### config.mk
export PLATFORM = sky130hd
export DESIGN_NAME = drive_sequencer
export DESIGN_NICKNAME = d
export VERILOG_FILES = /design/src/rtl/drive_pkg.sv /design/src/rtl/pwm_gen.sv /design/src/rtl/drive_sequencer.sv
export SDC_FILE = /design/constraint.sdc
export NUM_CORES = 1
export LEC_CHECK = 0
export BUFFER_PORTS_ARGS = -buffer_cell sky130_fd_sc_hd__buf_2
export CORE_MARGIN = 1
export CORE_UTILIZATION = 35
export CTS_CLUSTER_SIZE = 25
export DETAILED_ROUTE_END_ITERATION = 16
export GPL_TIMING_DRIVEN = 0
export HOLD_SLACK_MARGIN = 0.12
export SLEW_MARGIN = 40
export SYNTH_ARGS = -nofsm -noshare
export SYNTH_HDL_FRONTEND = slang
export SYNTH_SLANG_ARGS = --single-unit
### constraint.sdc
create_clock -name clk -period 7.8 [get_ports clk]
set_input_delay 0.39 -clock clk [delete_from_list [all_inputs] [get_ports clk]]
set_output_delay 0.39 -clock clk [all_outputs]
set_load 0.05 [all_outputs]
### src/rtl/drive_pkg.sv
`default_nettype none
// +----------------------------------------------------------------------+
// | Module      : drive_pkg                                              |
// | Description : Shared types and constants for the H-bridge drive      |
// |               sequencer: state encoding, bridge direction codes and  |
// |               switch-to-duty helpers.                                |
// | Revision    : 1.0  initial release                                   |
// +----------------------------------------------------------------------+
package drive_pkg;

    // Sequencer states; the encoding is exported on state_dbg.
    typedef enum logic [1:0] {
        S_OFF   = 2'd0,
        S_DEAD  = 2'd1,
        S_RUN   = 2'd2,
        S_FAULT = 2'd3
    } state_t;

    // H-bridge input patterns, bit 3 drives bridge input 4.
    localparam logic [3:0] DIR_FWD   = 4'b1001;
    localparam logic [3:0] DIR_REV   = 4'b0110;
    localparam logic [3:0] DIR_RIGHT = 4'b0101;
    localparam logic [3:0] DIR_LEFT  = 4'b1010;
    localparam logic [3:0] DIR_COAST = 4'b0000;

    // Duty contributed by each of the four duty switches.
    localparam logic [9:0] DUTY_QUARTER = 10'd250;

    // Direction request from sw[3:1] (left > right > reverse > forward).
    function automatic logic [3:0] resolve_dir(input logic [2:0] req);
        logic [3:0] dir;
        if (req[2])      dir = DIR_LEFT;
        else if (req[1]) dir = DIR_RIGHT;
        else if (req[0]) dir = DIR_REV;
        else             dir = DIR_FWD;
        return dir;
    endfunction

    // Target duty: one quarter of full scale per switch that is on.
    function automatic logic [9:0] quarters_to_duty(input logic [3:0] q);
        logic [9:0] d;
        d = '0;
        for (int i = 0; i < 4; i++) begin
            if (q[i]) d = d + DUTY_QUARTER;
        end
        return d;
    endfunction

endpackage
`default_nettype wire

### src/rtl/pwm_gen.sv
`default_nettype none
// +----------------------------------------------------------------------+
// | Module      : pwm_gen                                                |
// | Description : Free-running PWM counter (0..PWM_PERIOD-1) and duty    |
// |               compare. pulse is high while count < duty.             |
// | Revision    : 1.0  initial release                                   |
// +----------------------------------------------------------------------+
module pwm_gen #(
    parameter int PWM_PERIOD = 1000
) (
    input  logic       clk,
    input  logic       rst_n,
    input  logic [9:0] duty,
    output logic       pulse
);

    localparam logic [9:0] c_cnt_last = 10'(PWM_PERIOD - 1);

    logic [9:0] r_cnt;

    // Period counter wraps to zero after the last count.
    always_ff @(posedge clk) begin
        if (!rst_n) begin
            r_cnt <= '0;
        end else if (r_cnt == c_cnt_last) begin
            r_cnt <= '0;
        end else begin
            r_cnt <= r_cnt + 10'd1;
        end
    end

    // Duty 0 never matches, full-period duty always matches.
    assign pulse = (r_cnt < duty);

endmodule
`default_nettype wire

### src/rtl/drive_sequencer.sv
`default_nettype none
// +----------------------------------------------------------------------+
// | Module      : drive_sequencer                                        |
// | Description : H-bridge motor sequencer. Synchronizes switches and    |
// |               overcurrent, sequences OFF/DEAD/RUN/FAULT with coast   |
// |               dead time, ramps PWM duty toward the switch target.    |
// | Revision    : 1.0  initial release                                   |
// +----------------------------------------------------------------------+
module drive_sequencer
    import drive_pkg::*;
#(
    parameter int PWM_PERIOD   = 1000,
    parameter int DEAD_CYCLES  = 100000,
    parameter int RAMP_CYCLES  = 1000,
    parameter int RAMP_STEP    = 10,
    parameter int RETRY_CYCLES = 50000000
) (
    input  logic       clk,
    input  logic       rst_n,
    input  logic [7:0] sw,
    input  logic [1:0] oc,
    output logic [1:0] en,
    output logic [3:0] hb_in,
    output logic       fault,
    output logic [1:0] state_dbg
);

    localparam int c_dead_w = (DEAD_CYCLES  > 1) ? $clog2(DEAD_CYCLES)  : 1;
    localparam int c_ramp_w = (RAMP_CYCLES  > 1) ? $clog2(RAMP_CYCLES)  : 1;
    localparam int c_hold_w = (RETRY_CYCLES > 1) ? $clog2(RETRY_CYCLES) : 1;

    localparam logic [c_dead_w-1:0] c_dead_last = c_dead_w'(DEAD_CYCLES - 1);
    localparam logic [c_ramp_w-1:0] c_ramp_last = c_ramp_w'(RAMP_CYCLES - 1);
    localparam logic [c_hold_w-1:0] c_hold_last = c_hold_w'(RETRY_CYCLES - 1);
    localparam logic [10:0]         c_step      = 11'(RAMP_STEP);

    // Synchronizers
    logic [7:0] r_sw_s1;
    logic [7:0] r_sw_s2;
    logic [1:0] r_oc_s1;
    logic [1:0] r_oc_s2;

    // Sequencer state and timers
    state_t              r_state;
    state_t              w_state_nxt;
    logic [3:0]          r_dir;
    logic [c_dead_w-1:0] r_dead_cnt;
    logic [c_hold_w-1:0] r_hold_cnt;
    logic [c_ramp_w-1:0] r_ramp_cnt;
    logic [9:0]          r_duty_cur;
    logic                r_rearm;

    // Registered outputs
    logic [1:0] r_en;
    logic [3:0] r_hb_in;
    logic       r_fault;

    // Decoded requests
    logic       w_run_req;
    logic       w_oc_any;
    logic [3:0] w_dir_req;
    logic [9:0] w_duty_tgt;
    logic       w_dead_done;
    logic       w_hold_done;
    logic       w_ramp_tick;
    logic       w_pulse;

    // Ramp arithmetic
    logic [10:0] w_duty_ext;
    logic [10:0] w_tgt_ext;
    logic [10:0] w_duty_up;
    logic [10:0] w_duty_dn;
    logic [10:0] w_dist;
    logic [9:0]  w_duty_step;

    // Two-flop synchronizers for the switch bank and overcurrent pins.
    always_ff @(posedge clk) begin
        if (!rst_n) begin
            r_sw_s1 <= '0;
            r_sw_s2 <= '0;
            r_oc_s1 <= '0;
            r_oc_s2 <= '0;
        end else begin
            r_sw_s1 <= sw;
            r_sw_s2 <= r_sw_s1;
            r_oc_s1 <= oc;
            r_oc_s2 <= r_oc_s1;
        end
    end

    assign w_run_req   = r_sw_s2[0];
    assign w_oc_any    = |r_oc_s2;
    assign w_dir_req   = resolve_dir(r_sw_s2[3:1]);
    assign w_duty_tgt  = quarters_to_duty(r_sw_s2[7:4]);
    assign w_dead_done = (r_dead_cnt == c_dead_last);
    assign w_hold_done = (r_hold_cnt == c_hold_last);
    assign w_ramp_tick = (r_ramp_cnt == c_ramp_last);

    // State register.
    always_ff @(posedge clk) begin
        if (!rst_n) begin
            r_state <= S_OFF;
        end else begin
            r_state <= w_state_nxt;
        end
    end

    // Next-state logic; overcurrent always wins, then the run switch.
    always_comb begin
        w_state_nxt = r_state;
        case (r_state)
            S_OFF: begin
                // After a fault the run switch must be seen low before restarting.
                if (w_run_req && !r_rearm) w_state_nxt = S_DEAD;
            end
            S_DEAD: begin
                if (w_oc_any)                              w_state_nxt = S_FAULT;
                else if (!w_run_req)                       w_state_nxt = S_OFF;
                else if (w_dir_req == r_dir && w_dead_done) w_state_nxt = S_RUN;
            end
            S_RUN: begin
                if (w_oc_any)                w_state_nxt = S_FAULT;
                else if (!w_run_req)         w_state_nxt = S_OFF;
                else if (w_dir_req != r_dir) w_state_nxt = S_DEAD;
            end
            S_FAULT: begin
                if (w_hold_done && !w_oc_any) w_state_nxt = S_OFF;
            end
            default: w_state_nxt = S_OFF;
        endcase
    end

    // Restart interlock: set on fault exit, cleared once run is released.
    always_ff @(posedge clk) begin
        if (!rst_n) begin
            r_rearm <= 1'b0;
        end else if (r_state == S_FAULT && w_state_nxt == S_OFF) begin
            r_rearm <= 1'b1;
        end else if (!w_run_req) begin
            r_rearm <= 1'b0;
        end
    end

    // Dead-time counter and direction latch; a new request restarts the coast.
    always_ff @(posedge clk) begin
        if (!rst_n) begin
            r_dead_cnt <= '0;
            r_dir      <= DIR_FWD;
        end else if (w_state_nxt == S_DEAD) begin
            if (r_state != S_DEAD || w_dir_req != r_dir) begin
                r_dead_cnt <= '0;
                r_dir      <= w_dir_req;
            end else if (!w_dead_done) begin
                r_dead_cnt <= r_dead_cnt + 1'b1;
            end
        end else begin
            r_dead_cnt <= '0;
        end
    end

    // Fault hold counter saturates; oc re-assertion does not restart it.
    always_ff @(posedge clk) begin
        if (!rst_n) begin
            r_hold_cnt <= '0;
        end else if (w_state_nxt == S_FAULT) begin
            if (r_state != S_FAULT) begin
                r_hold_cnt <= '0;
            end else if (!w_hold_done) begin
                r_hold_cnt <= r_hold_cnt + 1'b1;
            end
        end else begin
            r_hold_cnt <= '0;
        end
    end

    assign w_duty_ext = {1'b0, r_duty_cur};
    assign w_tgt_ext  = {1'b0, w_duty_tgt};
    assign w_duty_up  = w_duty_ext + c_step;
    assign w_duty_dn  = w_duty_ext - c_step;

    // One ramp step toward the target, landing exactly on it when close.
    always_comb begin
        w_duty_step = r_duty_cur;
        w_dist      = '0;
        if (w_tgt_ext > w_duty_ext) begin
            w_dist      = w_tgt_ext - w_duty_ext;
            w_duty_step = (w_dist > c_step) ? w_duty_up[9:0] : w_duty_tgt;
        end else if (w_tgt_ext < w_duty_ext) begin
            w_dist      = w_duty_ext - w_tgt_ext;
            w_duty_step = (w_dist > c_step) ? w_duty_dn[9:0] : w_duty_tgt;
        end
    end

    // Duty ramp runs only while staying in RUN; any other state parks at zero.
    always_ff @(posedge clk) begin
        if (!rst_n) begin
            r_ramp_cnt <= '0;
            r_duty_cur <= '0;
        end else if (r_state == S_RUN && w_state_nxt == S_RUN) begin
            if (w_ramp_tick) begin
                r_ramp_cnt <= '0;
                r_duty_cur <= w_duty_step;
            end else begin
                r_ramp_cnt <= r_ramp_cnt + 1'b1;
            end
        end else begin
            r_ramp_cnt <= '0;
            r_duty_cur <= '0;
        end
    end

    pwm_gen #(
        .PWM_PERIOD (PWM_PERIOD)
    ) u_pwm_gen (
        .clk   (clk),
        .rst_n (rst_n),
        .duty  (r_duty_cur),
        .pulse (w_pulse)
    );

    // Outputs follow the next state so the bridge coasts on the same edge
    // the state machine leaves RUN.
    always_ff @(posedge clk) begin
        if (!rst_n) begin
            r_en    <= 2'b00;
            r_hb_in <= DIR_COAST;
            r_fault <= 1'b0;
        end else begin
            if (w_state_nxt == S_RUN) begin
                r_en    <= {w_pulse, w_pulse};
                r_hb_in <= r_dir;
            end else begin
                r_en    <= 2'b00;
                r_hb_in <= DIR_COAST;
            end
            r_fault <= (w_state_nxt == S_FAULT);
        end
    end

    assign en        = r_en;
    assign hb_in     = r_hb_in;
    assign fault     = r_fault;
    assign state_dbg = r_state;

endmodule
`default_nettype wire

==> results.cfg, run 1 <==
[yosys]
synthArstFlopShare_pct = 0
synth.largest_area_cell = dfxtp_1
yosys_warnings = 0
synth_edf_count = 0
synth.top_cell.area_share_pct = 34.9
synth_mux_area_share_pct = 1.18
yosys.area_share.adder_pct = 8.14
synth_simple_gate_area_share_pct = 25.2
synth_area_per_cell_um2 = 8.38
synth_compound_area_share_pct = 15.6
synth_top_family_by_area = simple AND/OR/NAND/NOR gates
synth_nets = 769
synth-xor-area-share_pct = 10.5
synthCells = 719
synth_cell_types = 68
syn_area_um2 = 6030
ys_ff_latch = 105
synth_area_leaders = dfxtp_1 (35%), ha_1 (7.5%), nor2_1 (5.8%)
seq_area_frac_synth_pct = 34.9
ys.flop_type = dfxtp_1

[sta]
worst_pin_slew_ps = 594
final.min_clock_period_ps = 5420
slew_headroom_pct = 60.1
final-hold-violation-count = 0
finalSetupTns_ps = 0
rsz0062_at_grt = no
fmax_mhz = 184
drv_slew = 0
setup_viol = 0
min_period_over_period_pct = 69.5
fin_skew_ps = 9.03

[pwr]
p_leak_nw = 2.51
p_per_area_nw_per_um2 = 176
peakVddDrop_mv = 0.157

[detailed_routing]
drt-wirelength-per-cell_um = 12.9
first_iter_violations = 284
first_pass_iters = 5
viasPerCell = 5.03
drt_wl_total_mm = 12.6
postRouteAntennaNets = 0
vias = 4906
drc = 0

[placement]
routabilityCongestion = 0.838
hpwl_mm = 9.50
io_buffers = 20

[global_route]
grt_usage_pct = 15.0
grt_pass1_wl_mm = 21.6
grt.busiest_layer = met2
grt_pass1_vias = 4521
overflow = 0
gr-usage-met2_pct = 23.6
grt_max_degree = 19
met1_usage_pct = 20.9
grt_util_met3_pct = 2.66
antenna_found_initial = 0

[clock_network]
cts_tree = built
cts_sinks = 105
clockRootBuffer = clkbuf_16
cts.path.max_buffers = 2
post_cts_resized = 0
clk_latency_ps = 350
path_clk_slew_ps = 70
cts_setup_buffers = 0
ctsHoldBuffers = 0
htreeDepth = 3
cts_buffers = 9

[die]
rows = 47
coreArea_um2 = 16700
die-area_um2 = 17700
dieHeight_um = 133
die_x_um = 133
ios = 21
start_util_pct = 36.1

[critical_path]
slowest_delay_ps = 620
end_kind = register
cp_top_family = compound AO/OA/AOI/OAI gates
arrival_ps = 5660
required_ps = 8040
crit_type = reg2reg
crit_path_max_fanout = 10
crit_slowest_cell = fa_1
path_cells = clkbuf_1 -> inv_1 -> fa_1 -> inv_1 -> ha_1 -> or2b_1 -> a31oi_1 -> inv_1 -> ha_1 -> clkbuf_1 -> o21ai_0 -> a2111oi_1 -> nand4_1 -> o31ai_4 -> a21oi_1 -> a221o_1
path_buf_inv = 5
startpoint_type = register
crit_top_cell = inv_1

[final_layout]
final_util_pct = 40.2
diodes = 0
nets = 800
final_layout_size_suffix_gt1_share_pct = 7.95
n_fill_cell = 1711
seqCellArea_um2 = 2100
multi_input_area_um2 = 3660
syn_to_final_growth_pct = 11.4

[job]
cap_violations = 0

[worst_hold_path]
hold_class = in2reg

[run_status]
outcome = finished, final reports clean
-- through the flow --
| step | cell area (um^2) | hold slack [ps] | std cells | power, mW | setup WS, ps |
|---|---|---|---|---|---|
| 4_1_cts | 6710 | 234 | 975 | 1.20 | 2320 |
| 2_1_floorplan | 6030 | 412 | 719 | 0.695 | 3260 |
| 3_3_place_gp | 6400 | 415 | 959 | 0.732 | 2330 |
| 5_1_grt | 6710 | 233 | 975 | 1.24 | 1910 |
| 6_report | 6710 | 250 | 975 | 1.18 | 2380 |
| 3_5_place_dp | 6400 | 421 | 959 | 0.733 | 2320 |
-- report_power, final --
| group | switching [mW] | leakage [nW] | internal (mW) |
|---|---|---|---|
| Clock | 0.207 | 0.144 | 0.252 |
| Combinational | 0.104 | 1.52 | 0.0688 |
| Sequential | 0.00525 | 0.851 | 0.544 |
| Total | 0.316 | 2.51 | 0.865 |
-- cells in the final DEF (no fill, tap or decap), drive strengths merged, types with 11 or more instances in the layout --
cell / instances
buf: 32
a21oi: 24
a21o: 12
ha: 36
nor3: 13
nor2b: 11
and2: 32
clkbuf: 20
and3: 13
dfxtp: 105
xor2: 38
o21ai: 31
nand3: 35
nor2: 93
nand4: 17
nand2: 49
xnor2: 34
inv: 41
-- kinds of logic (layout without fill, tap and decap cells) --
group / Yosys count / in the layout
AO/OA/AOI/OAI: 134 / 134
XOR/XNOR: 72 / 72
adder cells (fa/ha/maj): 38 / 38
buffers and inverters: 63 / 99
flip-flops: 105 / 105
multiplexers: 7 / 7
AND/OR/NAND/NOR: 300 / 300
-- sequential cells by signal (all words and copies together), names as in the netlist --
register and flops:
r_hold_cnt 26, r_dead_cnt 17, r_ramp_cnt 10, u_pwm_gen.r_cnt 10
r_duty_cur 9, r_sw_s1 8, r_sw_s2 8, hb_in 4
r_dir 4, r_oc_s1 2, r_oc_s2 2, state_dbg 2
en 1, fault 1, r_rearm 1
-- synth_stat cells (7+ instances only) --
cell / count
nand4_1: 17
xor2_1: 38
clkbuf_1: 11
dfxtp_1: 105
nor2b_1: 11
buf_2: 8
or3_1: 7
and3_1: 13
nand2_1: 49
o21ai_0: 29
ha_1: 36
inv_1: 40
a21oi_1: 23
nand2b_1: 9
nand3_1: 35
and2_1: 31
a21o_1: 12
nor2_1: 93
a31oi_1: 9
nor3_1: 13
xnor2_1: 34
-- worst register-to-register path: stages (launching register included) --
cell       delay, ps
dfxtp_1          390
clkbuf_1         350
inv_1            190
fa_1             620
inv_1             70
ha_1             210
or2b_1           220
a31oi_1          460
inv_1             90
ha_1             280
clkbuf_1         330
o21ai_0          170
a2111oi_1        480
nand4_1          430
o31ai_4          540
a21oi_1          140
a221o_1          330
-- worst paths after layout --
kind         depth (start not counted)                          to                   from  slack [ps]
min                                  2       r_sw_s1[2]$_SDFF_PN0_                  sw[2]         250
min reg2reg                          1       r_sw_s2[0]$_SDFF_PN0_  r_sw_s1[0]$_SDFF_PN0_         440
max                                 16  r_duty_cur[8]$_SDFFE_PN0P_  r_sw_s2[6]$_SDFF_PN0_        2380
max reg2reg                         16  r_duty_cur[8]$_SDFFE_PN0P_  r_sw_s2[6]$_SDFF_PN0_        2380
-- final cells by class --
| cell class | count | area share [%] |
|---|---|---|
| clock inverter | 7 | 1.17 |
| clock buffer | 9 | 3.36 |
| timing repair buffer | 20 | 1.49 |
| sequential | 105 | 31.3 |
| inverter | 40 | 2.24 |
| multi-input combinational | 551 | 54.5 |
| buffer | 23 | 1.77 |
| tap | 220 | 4.10 |
-- layer usage --
metal	routed length [um]	part of all wire [%]
met5	0	0
met3	449	3.6
met1	6550	52
met4	118	0.93
met2	5510	44
Note: power is estimated with default switching activity, not from simulation.
==> run 2, diff against run 1 <==
ABC_AREA = 1   (was default)
clock period = 4.85 ns   (was 7.8 ns; I/O delays follow)
==> run 2 against run 1 <==
Clock-buffer cell count unchanged. Non-clock buffer count decreased by 1. Die area increased by 11%. Clock skew decreased by 2.2 ps. Sequential power increased by 60%. Register-to-register slack got worse by 1800 ps.
==> results.cfg, run 2 <==
[run_status]
outcome = finished, final reports clean

[placement]
dpl_cell_area_um2 = 7110
routabilityCongestion = 0.862
hpwl_mm = 11.0
io_buffers = 19

[critical_path]
crit_top_cell = nand2_1
crit_slowest_cell = fa_1
end_kind = register
crit_path_max_fanout = 9
arrival_ps = 4490
slowest_delay_ps = 560
path_cells = buf_6 -> inv_4 -> fa_1 -> inv_1 -> ha_1 -> nor2_1 -> inv_1 -> o21ai_1 -> nand2_1 -> inv_1 -> ha_1 -> a21oi_1 -> nor2_1 -> nor2_1 -> nand2_1 -> nand2_1 -> nand3_1 -> nor3_4 -> nand4_1 -> nand3_1 -> nand2_1 -> inv_2 -> a21oi_2
required_ps = 5090
crit_type = reg2reg
startpoint_type = register

[die]
die-area_um2 = 19800
coreArea_um2 = 18800
start_util_pct = 35.8
ios = 21
rows = 50
die_x_um = 141
dieHeight_um = 141

[clock_network]
path_clk_slew_ps = 80
htreeDepth = 3
cts_buffers = 9
clockRootBuffer = clkbuf_16
cts_sinks = 105
cts.path.max_buffers = 2
clk_latency_ps = 350
cts_tree = built

[sta]
final.min_clock_period_ps = 4240
fin_skew_ps = 6.88
min_period_over_period_pct = 87.5
rsz0062_at_grt = no
drv_slew = 0
final-hold-violation-count = 0
setup_viol = 0
worst_pin_slew_ps = 742
fmax_mhz = 236
finalSetupTns_ps = 0
fin_hold_ws_ps = 285
slew_headroom_pct = 50.3

[global_route]
grt_pass1_vias = 5379
grt_max_degree = 21
grt_usage_pct = 15.4
grt_pass1_wl_mm = 25.0
overflow = 0
antenna_found_initial = 0

[yosys]
synth.largest_area_cell = dfxtp_1
synth.top_cell.area_share_pct = 31.3
ys_ff_latch = 105
synth_area_per_cell_um2 = 7.03
synthCells = 955
synth_nets = 1005
synth_edf_count = 0
synth_area_leaders = dfxtp_1 (31%), nand2_1 (11%), inv_1 (8.4%)
synth_cell_types = 50
syn_area_um2 = 6720
synthArstFlopShare_pct = 0
seq_area_frac_synth_pct = 31.3
yosys-top-cells-count = nand2_1 (205), inv_1 (150), dfxtp_1 (105)
yosys_warnings = 0
ys.flop_type = dfxtp_1
synth.most_common_cell = nand2_1

[detailed_routing]
postRouteAntennaNets = 0
first_pass_iters = 7
drt-wirelength-per-cell_um = 11.5
vias = 5782
first_iter_violations = 310
drc = 0
viasPerCell = 4.69
drt_wl_total_mm = 14.2

[job]
cap_violations = 0

[final_layout]
diodes = 0
final_util_pct = 40.0
fin_area_um2 = 7510
multi_input_area_um2 = 3900
nets = 1045
final_common_cell = nand2_1
largest_reg_flops = 26
final_cell_mix = nand2_1 (205), inv_1 (150), dfxtp_1 (105)
syn_to_final_growth_pct = 11.8
top_register = r_hold_cnt
n_fill_cell = 1993
seqCellArea_um2 = 2100
final_layout_size_suffix_gt1_share_pct = 12.1
reg.largest.list = r_hold_cnt x26, r_dead_cnt x17

[pwr]
p_per_area_nw_per_um2 = 259
p_leak_nw = 3.33
peakVddDrop_mv = 0.191

[worst_hold_path]
hold_class = in2reg
==> run 2: cell types whose count changed after synthesis, moves of 12 or more <==
cell     before  now
inv_1        40  150
inv_2         0   15
nand2_1      49  205
nand4_1      17   38
o21ai_0      29   17
nand3_1      35   76
xnor2_1      34    9
and2_1       31    0
nand2_2       0   12
==> run 2: logic make-up (layout without fill, tap and decap cells) <==
kind of cell / after synthesis / after routing / share of synthesized area (%)
flops: 105 / 105 / 31.3
xor+xnor: 52 / 52 / 7.06
simple gates: 494 / 494 / 35.9
fa+ha+maj: 38 / 38 / 7.30
compound gates: 83 / 83 / 7.54
mux: 1 / 1 / 0.149
buf+inv: 182 / 227 / 10.8
==> run 2: final timing paths <==
check                              from                          to  slack, ps  cells after the start
hold / removal                    rst_n       r_sw_s1[5]$_SDFF_PN0_        290                      3
setup / recovery  r_sw_s2[6]$_SDFF_PN0_  r_duty_cur[3]$_SDFFE_PN0P_        610                     23
hold reg to reg   r_oc_s1[1]$_SDFF_PN0_       r_oc_s2[1]$_SDFF_PN0_        410                      2
setup reg to reg  r_sw_s2[6]$_SDFF_PN0_  r_duty_cur[3]$_SDFFE_PN0P_        610                     23
==> run 2: layout make-up <==
class	instances	area share, %
multi-input combinational	668	51.9
sequential	105	28.0
inverter	169	8.48
tap	234	3.90
clock buffer	9	3.00
timing repair buffer	29	2.60
buffer	13	1.15
clock inverter	7	0.983
==> run 2: worst max-delay path: cells and delay by family (launching register included) <==
kind	cells	cell delay (ps)
and+or+nand+nor	11	1580
adders and majority gates	3	1050
AOI/OAI and AO/OA	3	670
buffers and inverters	6	510
DFF	1	330
==> run 2: metrics by stage <==
| stage | std cells | power (mW) | setup WS [ps] |
|---|---|---|---|
| 2_1_floorplan | 955 | 1.16 | 1250 |
| 3_3_place_gp | 1208 | 1.23 | 472 |
| 3_5_place_dp | 1208 | 1.23 | 442 |
| 4_1_cts | 1234 | 1.97 | 431 |
| 5_1_grt | 1234 | 2.05 | 171 |
| 6_report | 1234 | 1.94 | 606 |
==> run 2: where the power goes <==
part / switching, mW / internal (mW) / leakage [nW] / total, mW
sequential: 0.00504 / 0.873 / 0.851 / 0.878
clock: 0.359 / 0.365 / 0.147 / 0.724
combinational: 0.229 / 0.113 / 2.33 / 0.342
total: 0.593 / 1.35 / 3.33 / 1.94
==> run 2: layer usage <==
layer	up-vias	track usage [%]	wire [um]	share of wire (%)
met1	2535	21.2	7410	52
met2	86	24.3	6270	44
met5	-	0	0	0
met4	0	4.63	218	1.5
met3	18	2.87	332	2.3
li1	3143	-	-	-
==> run 2: repair_timing <==
| action | CTS | global route |
|---|---|---|
| hold buffers | 10 | 0 |
| buffers inserted | 0 | 0 |
| hold endpoints to repair | 10 | 0 |
| setup endpoints to repair | 0 | 4 |
| resized for setup | 0 | 1 |
